===== src/rtl/alu_pkg.sv =====
// Shared definitions for the ALU sharing arbiter: opcodes, width defaults, FSM states.
package alu_pkg;

    localparam int unsigned ALU_DATA_WIDTH = 32;
    localparam int unsigned ALU_OP_WIDTH   = 4;

    localparam logic [ALU_OP_WIDTH-1:0] OP_ADD  = 4'b0000;
    localparam logic [ALU_OP_WIDTH-1:0] OP_OR   = 4'b0001;
    localparam logic [ALU_OP_WIDTH-1:0] OP_SLLI = 4'b0010;
    localparam logic [ALU_OP_WIDTH-1:0] OP_SRLI = 4'b0011;

    typedef enum logic [1:0] {
        IDLE = 2'd0,
        EXEC = 2'd1,
        RESP = 2'd2
    } state_t;

endpackage


===== src/rtl/rr_arbiter2.sv =====
// Combinational two-way round-robin grant; rr_ptr only breaks ties.
module rr_arbiter2 (
    input  logic valid0,
    input  logic valid1,
    input  logic rr_ptr,
    output logic grant,
    output logic any_valid
);

    always_comb begin
        any_valid = valid0 | valid1;
        grant     = (valid0 && valid1) ? rr_ptr : valid1;
    end

endmodule


===== src/rtl/alu_share_arbiter.sv =====
// Shares one external combinational ALU between two valid/ready requesters,
// one operation in flight at a time, round-robin on contention.
module alu_share_arbiter
    import alu_pkg::*;
#(
    parameter int unsigned DATA_WIDTH = ALU_DATA_WIDTH,
    parameter int unsigned OP_WIDTH   = ALU_OP_WIDTH
) (
    input  logic                  clk,
    input  logic                  reset,
    input  logic                  req0_valid_i,
    output logic                  req0_ready_o,
    input  logic [OP_WIDTH-1:0]   req0_op_i,
    input  logic [DATA_WIDTH-1:0] req0_a_i,
    input  logic [DATA_WIDTH-1:0] req0_b_i,
    output logic                  rsp0_valid_o,
    input  logic                  rsp0_ready_i,
    input  logic                  req1_valid_i,
    output logic                  req1_ready_o,
    input  logic [OP_WIDTH-1:0]   req1_op_i,
    input  logic [DATA_WIDTH-1:0] req1_a_i,
    input  logic [DATA_WIDTH-1:0] req1_b_i,
    output logic                  rsp1_valid_o,
    input  logic                  rsp1_ready_i,
    output logic [DATA_WIDTH-1:0] rsp_result_o,
    output logic                  rsp_zero_o,
    output logic [OP_WIDTH-1:0]   alu_op_o,
    output logic [DATA_WIDTH-1:0] alu_a_o,
    output logic [DATA_WIDTH-1:0] alu_b_o,
    input  logic [DATA_WIDTH-1:0] alu_result_i,
    input  logic                  alu_zero_i
);

    state_t                state_q;
    state_t                state_d;
    logic                  rr_ptr_q;
    logic                  grant_q;
    logic                  arb_grant;
    logic                  arb_any;
    logic                  capture;
    logic                  rsp_fire;
    logic [OP_WIDTH-1:0]   op_q;
    logic [DATA_WIDTH-1:0] a_q;
    logic [DATA_WIDTH-1:0] b_q;

    rr_arbiter2 u_rr_arbiter2 (
        .valid0    (req0_valid_i),
        .valid1    (req1_valid_i),
        .rr_ptr    (rr_ptr_q),
        .grant     (arb_grant),
        .any_valid (arb_any)
    );

    // Next state plus handshake decode; ready is gated by reset so it reads 0 while held.
    always_comb begin
        state_d      = state_q;
        capture      = 1'b0;
        rsp_fire     = 1'b0;
        req0_ready_o = 1'b0;
        req1_ready_o = 1'b0;
        rsp0_valid_o = 1'b0;
        rsp1_valid_o = 1'b0;
        case (state_q)
            IDLE: begin
                if (arb_any && !reset) begin
                    capture      = 1'b1;
                    req0_ready_o = ~arb_grant;
                    req1_ready_o = arb_grant;
                    state_d      = EXEC;
                end
            end
            EXEC: begin
                state_d = RESP;
            end
            RESP: begin
                rsp0_valid_o = ~grant_q;
                rsp1_valid_o = grant_q;
                rsp_fire     = grant_q ? rsp1_ready_i : rsp0_ready_i;
                if (rsp_fire) begin
                    state_d = IDLE;
                end
            end
            default: begin
                state_d = IDLE;
            end
        endcase
    end

    always_ff @(posedge clk or posedge reset) begin
        if (reset) begin
            state_q <= IDLE;
        end else begin
            state_q <= state_d;
        end
    end

    // Operand capture, result capture and round-robin pointer update.
    always_ff @(posedge clk or posedge reset) begin
        if (reset) begin
            rr_ptr_q     <= 1'b0;
            grant_q      <= 1'b0;
            op_q         <= '0;
            a_q          <= '0;
            b_q          <= '0;
            rsp_result_o <= '0;
            rsp_zero_o   <= 1'b0;
        end else begin
            if (capture) begin
                grant_q <= arb_grant;
                op_q    <= arb_grant ? req1_op_i : req0_op_i;
                a_q     <= arb_grant ? req1_a_i  : req0_a_i;
                b_q     <= arb_grant ? req1_b_i  : req0_b_i;
            end
            if (state_q == EXEC) begin
                rsp_result_o <= alu_result_i;
                rsp_zero_o   <= alu_zero_i;
            end
            if (rsp_fire) begin
                rr_ptr_q <= ~grant_q;
            end
        end
    end

    assign alu_op_o = op_q;
    assign alu_a_o  = a_q;
    assign alu_b_o  = b_q;

endmodule


===== config.mk =====
export PLATFORM = sky130hd
export DESIGN_NAME = alu_share_arbiter
export DESIGN_NICKNAME = d
export VERILOG_FILES = /design/src/rtl/alu_pkg.sv /design/src/rtl/rr_arbiter2.sv /design/src/rtl/alu_share_arbiter.sv
export SDC_FILE = /design/constraint.sdc
export NUM_CORES = 1
export LEC_CHECK = 0
export ABC_AREA = 1
export BUFFER_PORTS_ARGS = -buffer_cell sky130_fd_sc_hd__buf_2
export CAP_MARGIN = 15
export CORE_ASPECT_RATIO = 0.8
export CORE_MARGIN = 10
export CORE_UTILIZATION = 40
export CTS_CLUSTER_DIAMETER = 100
export DETAILED_ROUTE_END_ITERATION = 7
export PLACE_DENSITY = 0.73
export SETUP_SLACK_MARGIN = 0.4
export SYNTH_ARGS = -nofsm -noshare
export SYNTH_HDL_FRONTEND = slang
export SYNTH_HIERARCHICAL = 1
export SYNTH_SLANG_ARGS = --single-unit

===== constraint.sdc =====
create_clock -name clk -period 4.5 [get_ports clk]
set_clock_uncertainty 0.2 [all_clocks]
set_input_delay 0.675 -clock clk [delete_from_list [all_inputs] [get_ports clk]]
set_output_delay 0.675 -clock clk [all_outputs]
set_load 0.02 [all_outputs]

Word-level counts from Yosys, hierarchy flattened
Index checks and enable logic that the tools add are counted.

Divide/modulo/power cells: 0. Equal/unequal tests: 4. Bitwise gates (word level): 3. $mul: 0. Shift operators: 0. Magnitude comparators: 0. Reduce and logical (&&, ||, !) cells: 5. Mux-type cells: 17. $add $sub $neg: 0.

Operator list (count): $mux 32 (2); $mux 1 (11); $pmux 2 s3 (1); $mux 2 (2); $mux 4 (1); $ne 2x2->1 const B (2); $eq 2x1->1 const B (1); $eq 2x2->1 const B (1); $logic_and 1x1->1 (2); $logic_not 2->1 (1); $not 1->1 (2); $reduce_and 2->1 (1); $logic_not 1->1 (1); $or 1x1->1 (1).

Bits in writable memories: 0. Input port bits: 175. Memories: 0. Output and inout bits: 105. Flip-flop bits (word level): 105. Latch bits: 0. ROM bits: 0.

Logic depth before layout (Yosys ltp)
Depth after elaboration: 5. Mapped depth: 11. Depth with buffers taken out: 8.

By module
The synthesis kept the hierarchy.

Modules (own cells, without submodules): alu_share_arbiter (times used 1, area an instance 5018.6 um2, cells each 679); rr_arbiter2 (times used 1, area an instance 22.5 um2, cells each 5).

Least setup slack after synthesis
No wires, ideal clock.

Kind: input port to output port. From: input port reset. To: output port req0_ready_o. Stages on the path: 4. Setup slack: -0.549 ns. Data required time: 3.625 ns. Data arrival time: 4.174 ns. Path through: inv_1 -> nand3_2 -> buf_6 -> nor2_1.

Word-level cells in the longest chain between the ends: 4.

RTL lines: from (decl) (line alu_share_arbiter.sv:10) `input logic reset,`; $logic_not 1->1 (no source line); $logic_and 1x1->1 (line alu_share_arbiter.sv:65) `if (arb_any && !reset) begin`; $mux 1 (line alu_share_arbiter.sv:65); $mux 1 (line alu_share_arbiter.sv:63) `case (state_q)`; to (decl) (line alu_share_arbiter.sv:12) `output logic req0_ready_o,`.

Every way passes these cells.

Worst setup path in the final report
From: input port reset. To: output port req1_ready_o.

Word-level cells in the longest chain between the ends: 4.

RTL lines: $logic_not 1->1 (no source line); $logic_and 1x1->1 (line alu_share_arbiter.sv:65); $mux 1 (line alu_share_arbiter.sv:65); $mux 1 (line alu_share_arbiter.sv:63); to (decl) (line alu_share_arbiter.sv:19) `output logic req1_ready_o,`.

Every way passes these cells.

==> results.md <==
* Status: completed
* Die height at 120 um
* Largest net degree at the start of global routing at 79
* Layout cell share with drive strength beyond 1 at 0.330
* Site Rows at 36
* Worst hold path type: primary input to async pin
* RSZ-0062 raised after global routing: false
* VDD IR max at 0.000294 V
* Core region area at 12,300 um2
* TritonCTS Buffers at 9
* Power Total at 4500 uW
* CP required at 3620 ps
* Most common cell after layout, fill and taps aside: nand2_1
* Routed Wire Length at 16,900 um
* Routability Congestion at 0.825
* Die X-Extent at 146 um
* Finished Layout Cells at 1,119
* Setup_tns at 0 ps
* Vias in the first global route at 5,194
* Setup crit start kind: primary input
* # IOs at 280
* GR Layer Usage met1 at 0.215
* DRC viols at 0
* Gr usage total at 0.186
* Mean Syn Cell Area at 7.37 um2
* Distinct cells, synth at 16
* Cell Area, Placed at 6390 um2
* Via/cell ratio at 4.51
* Synth area leaders: dfrtp_1 (52%), nand2_1 (36%), buf_6 (4.0%)
* Synth warn at 6
* Via count of the routed design at 5,050
* Post-cts resize count at 0
* Maximum clock insertion buffer count at 2
* Post-CTS setup buffers at 0
* Global-route wire length before repair at 26,900 um
* Hpwl dp at 12,700 um
* Final setup fails at 0
* Iter 0 DRT Violations at 294
* GR peak layer: met2
* Max-cap viol count at 0
* Critical Path Fanout Max at 30
* Worst Path Arrival at 2010 ps
* Clock period minus worst slack at 2880 ps
* Most frequent cells in the layout: nand2_1 (485), buf_2 (279), dfrtp_1 (105)
* DRT antenna net count at 0
* Clk_lat worst skew at 330 ps
* CTS root buf: clkbuf_16
* Final Hold Fails at 0
* Avg WL per Cell at 15.1 um
* Clock transition at the registers of the reported paths at 70 ps
* Fill cells at 1,253
* Storage cell area at 2630 um2
* Die outline area at 17,500 um2
* Maximum clock rate at 0.347 GHz
* Pleak at 0.00419 uW
* M2 GR Usage at 0.309
* First-pass iteration count of the detailed router at 4
* Crit path launch: reset
* Max_slew headroom at 0.346
* Period utilisation layout at 0.641
* Max Slew Vio Count at 0
* Multi-input logic area at 2080 um2
* Layout area overhead at 32.8%
* Power per Cell Area at 672 nW/um2
* Mapped Nets at 859
* H-Tree Depth at 3
* Area share of the largest cell type after synthesis at 0.521
* Origin of the critical flop-to-flop path: rr_ptr_q
* Post-synthesis cell count at 684
* Seq/Total Area, Yosys at 0.521
* Initial antenna violation count at 4
* Tightest Pin Transition at 982 ps
* Post-synthesis instance area at 5040 um2
* Inst Count DP at 1,100
* Final core utilization at 0.546
* Crit. End Element: output pin
* Post-route cell area at 6700 um2
* Clock sink total at 105
* Register bit total from synthesis at 105
* Setup CP Type: primary input to output pin
* IO Port Bufs at 279
* Starting Density at 0.411
* Routing usage on met3 at 0.0895
* Hold_buf cts at 0
* Final nets at 1,116
* Grt total ovfl at 0
* TritonCTS clock tree: built
* Dominant cell type by area after synthesis: dfrtp_1
metrics by stage:
step                setup WS [ps]  hold WS [ps]
global route                 1400           286
global placement             1460           249
finish                       1620           238
floorplan                     566           242
CTS                          1500           266
detailed placement           1420           253
critical path, stage by stage:
cell	delay [ps]
buf_2	110
clkinvlp_4	550
nand2_2	350
nor2_8	40
nand2_2	60
inv_1	50
buf_2	170
sequential cells by signal (all words and copies together) (netlist names):
name          flops
rsp_result_o     32
alu_a_o          32
grant_q           1
alu_op_o          4
alu_b_o          32
state_q           2
rsp_zero_o        1
rr_ptr_q          1
area by class of cell:
type | instances | area share
Clock buffer | 10 | 0.0342
Clock inverter | 6 | 0.00729
Sequential cell | 105 | 0.392
Timing Repair Buffer | 285 | 0.217
Inverter | 8 | 0.00542
Multi-Input combinational cell | 532 | 0.311
Tap cell | 171 | 0.0320
Antenna cell | 2 | 0.000748
report_power, final:
part	switching [uW]	internal, uW
registers	255	1410
clock network	355	382
logic	1450	646
total	2060	2430
worst paths after layout:
| kind | slack (ps) | cells after the start | to |
|---|---|---|---|
| setup / recovery | 1620 | 7 | req1_ready_o |
| hold / removal | 240 | 2 | alu_b_o[18] |
| setup reg to reg | 2240 | 8 | alu_b_o[24] |
| hold reg to reg | 270 | 2 | alu_b_o[23] |
| max in group asynchronous | 2460 | 3 | alu_a_o[14] |
| min in group clk | 270 | 2 | alu_b_o[23] |
cells in the mapped netlist:
master and count:
dfrtp_1 105, nand3_1 34, nand3_2 1, inv_2 2, nor2_1 3, buf_6 18, nor2_8 1, nand2_1 486
clkbuf_1 4, inv_4 1, o21ai_0 1, buf_2 17, nor2_2 1, inv_1 5, nand2_2 4, or2_1 1
logic make-up (layout without fill, tap and decap cells):
kind of cell	after synthesis	count (layout)	synth area share
DFF	105	105	0.521
buffers and inverters	47	309	0.0665
and+or+nand+nor	531	531	0.411
AOI/OAI and AO/OA	1	1	0.000992
other	0	2	0
per-layer routing:
metal | up-vias | wire length (um)
li1 | 2569 | -
met1 | 2255 | 6870
met2 | 203 | 7910
met3 | 19 | 1890
met4 | 4 | 240
met5 | - | 26
Power figures use the tool's default switching activity.
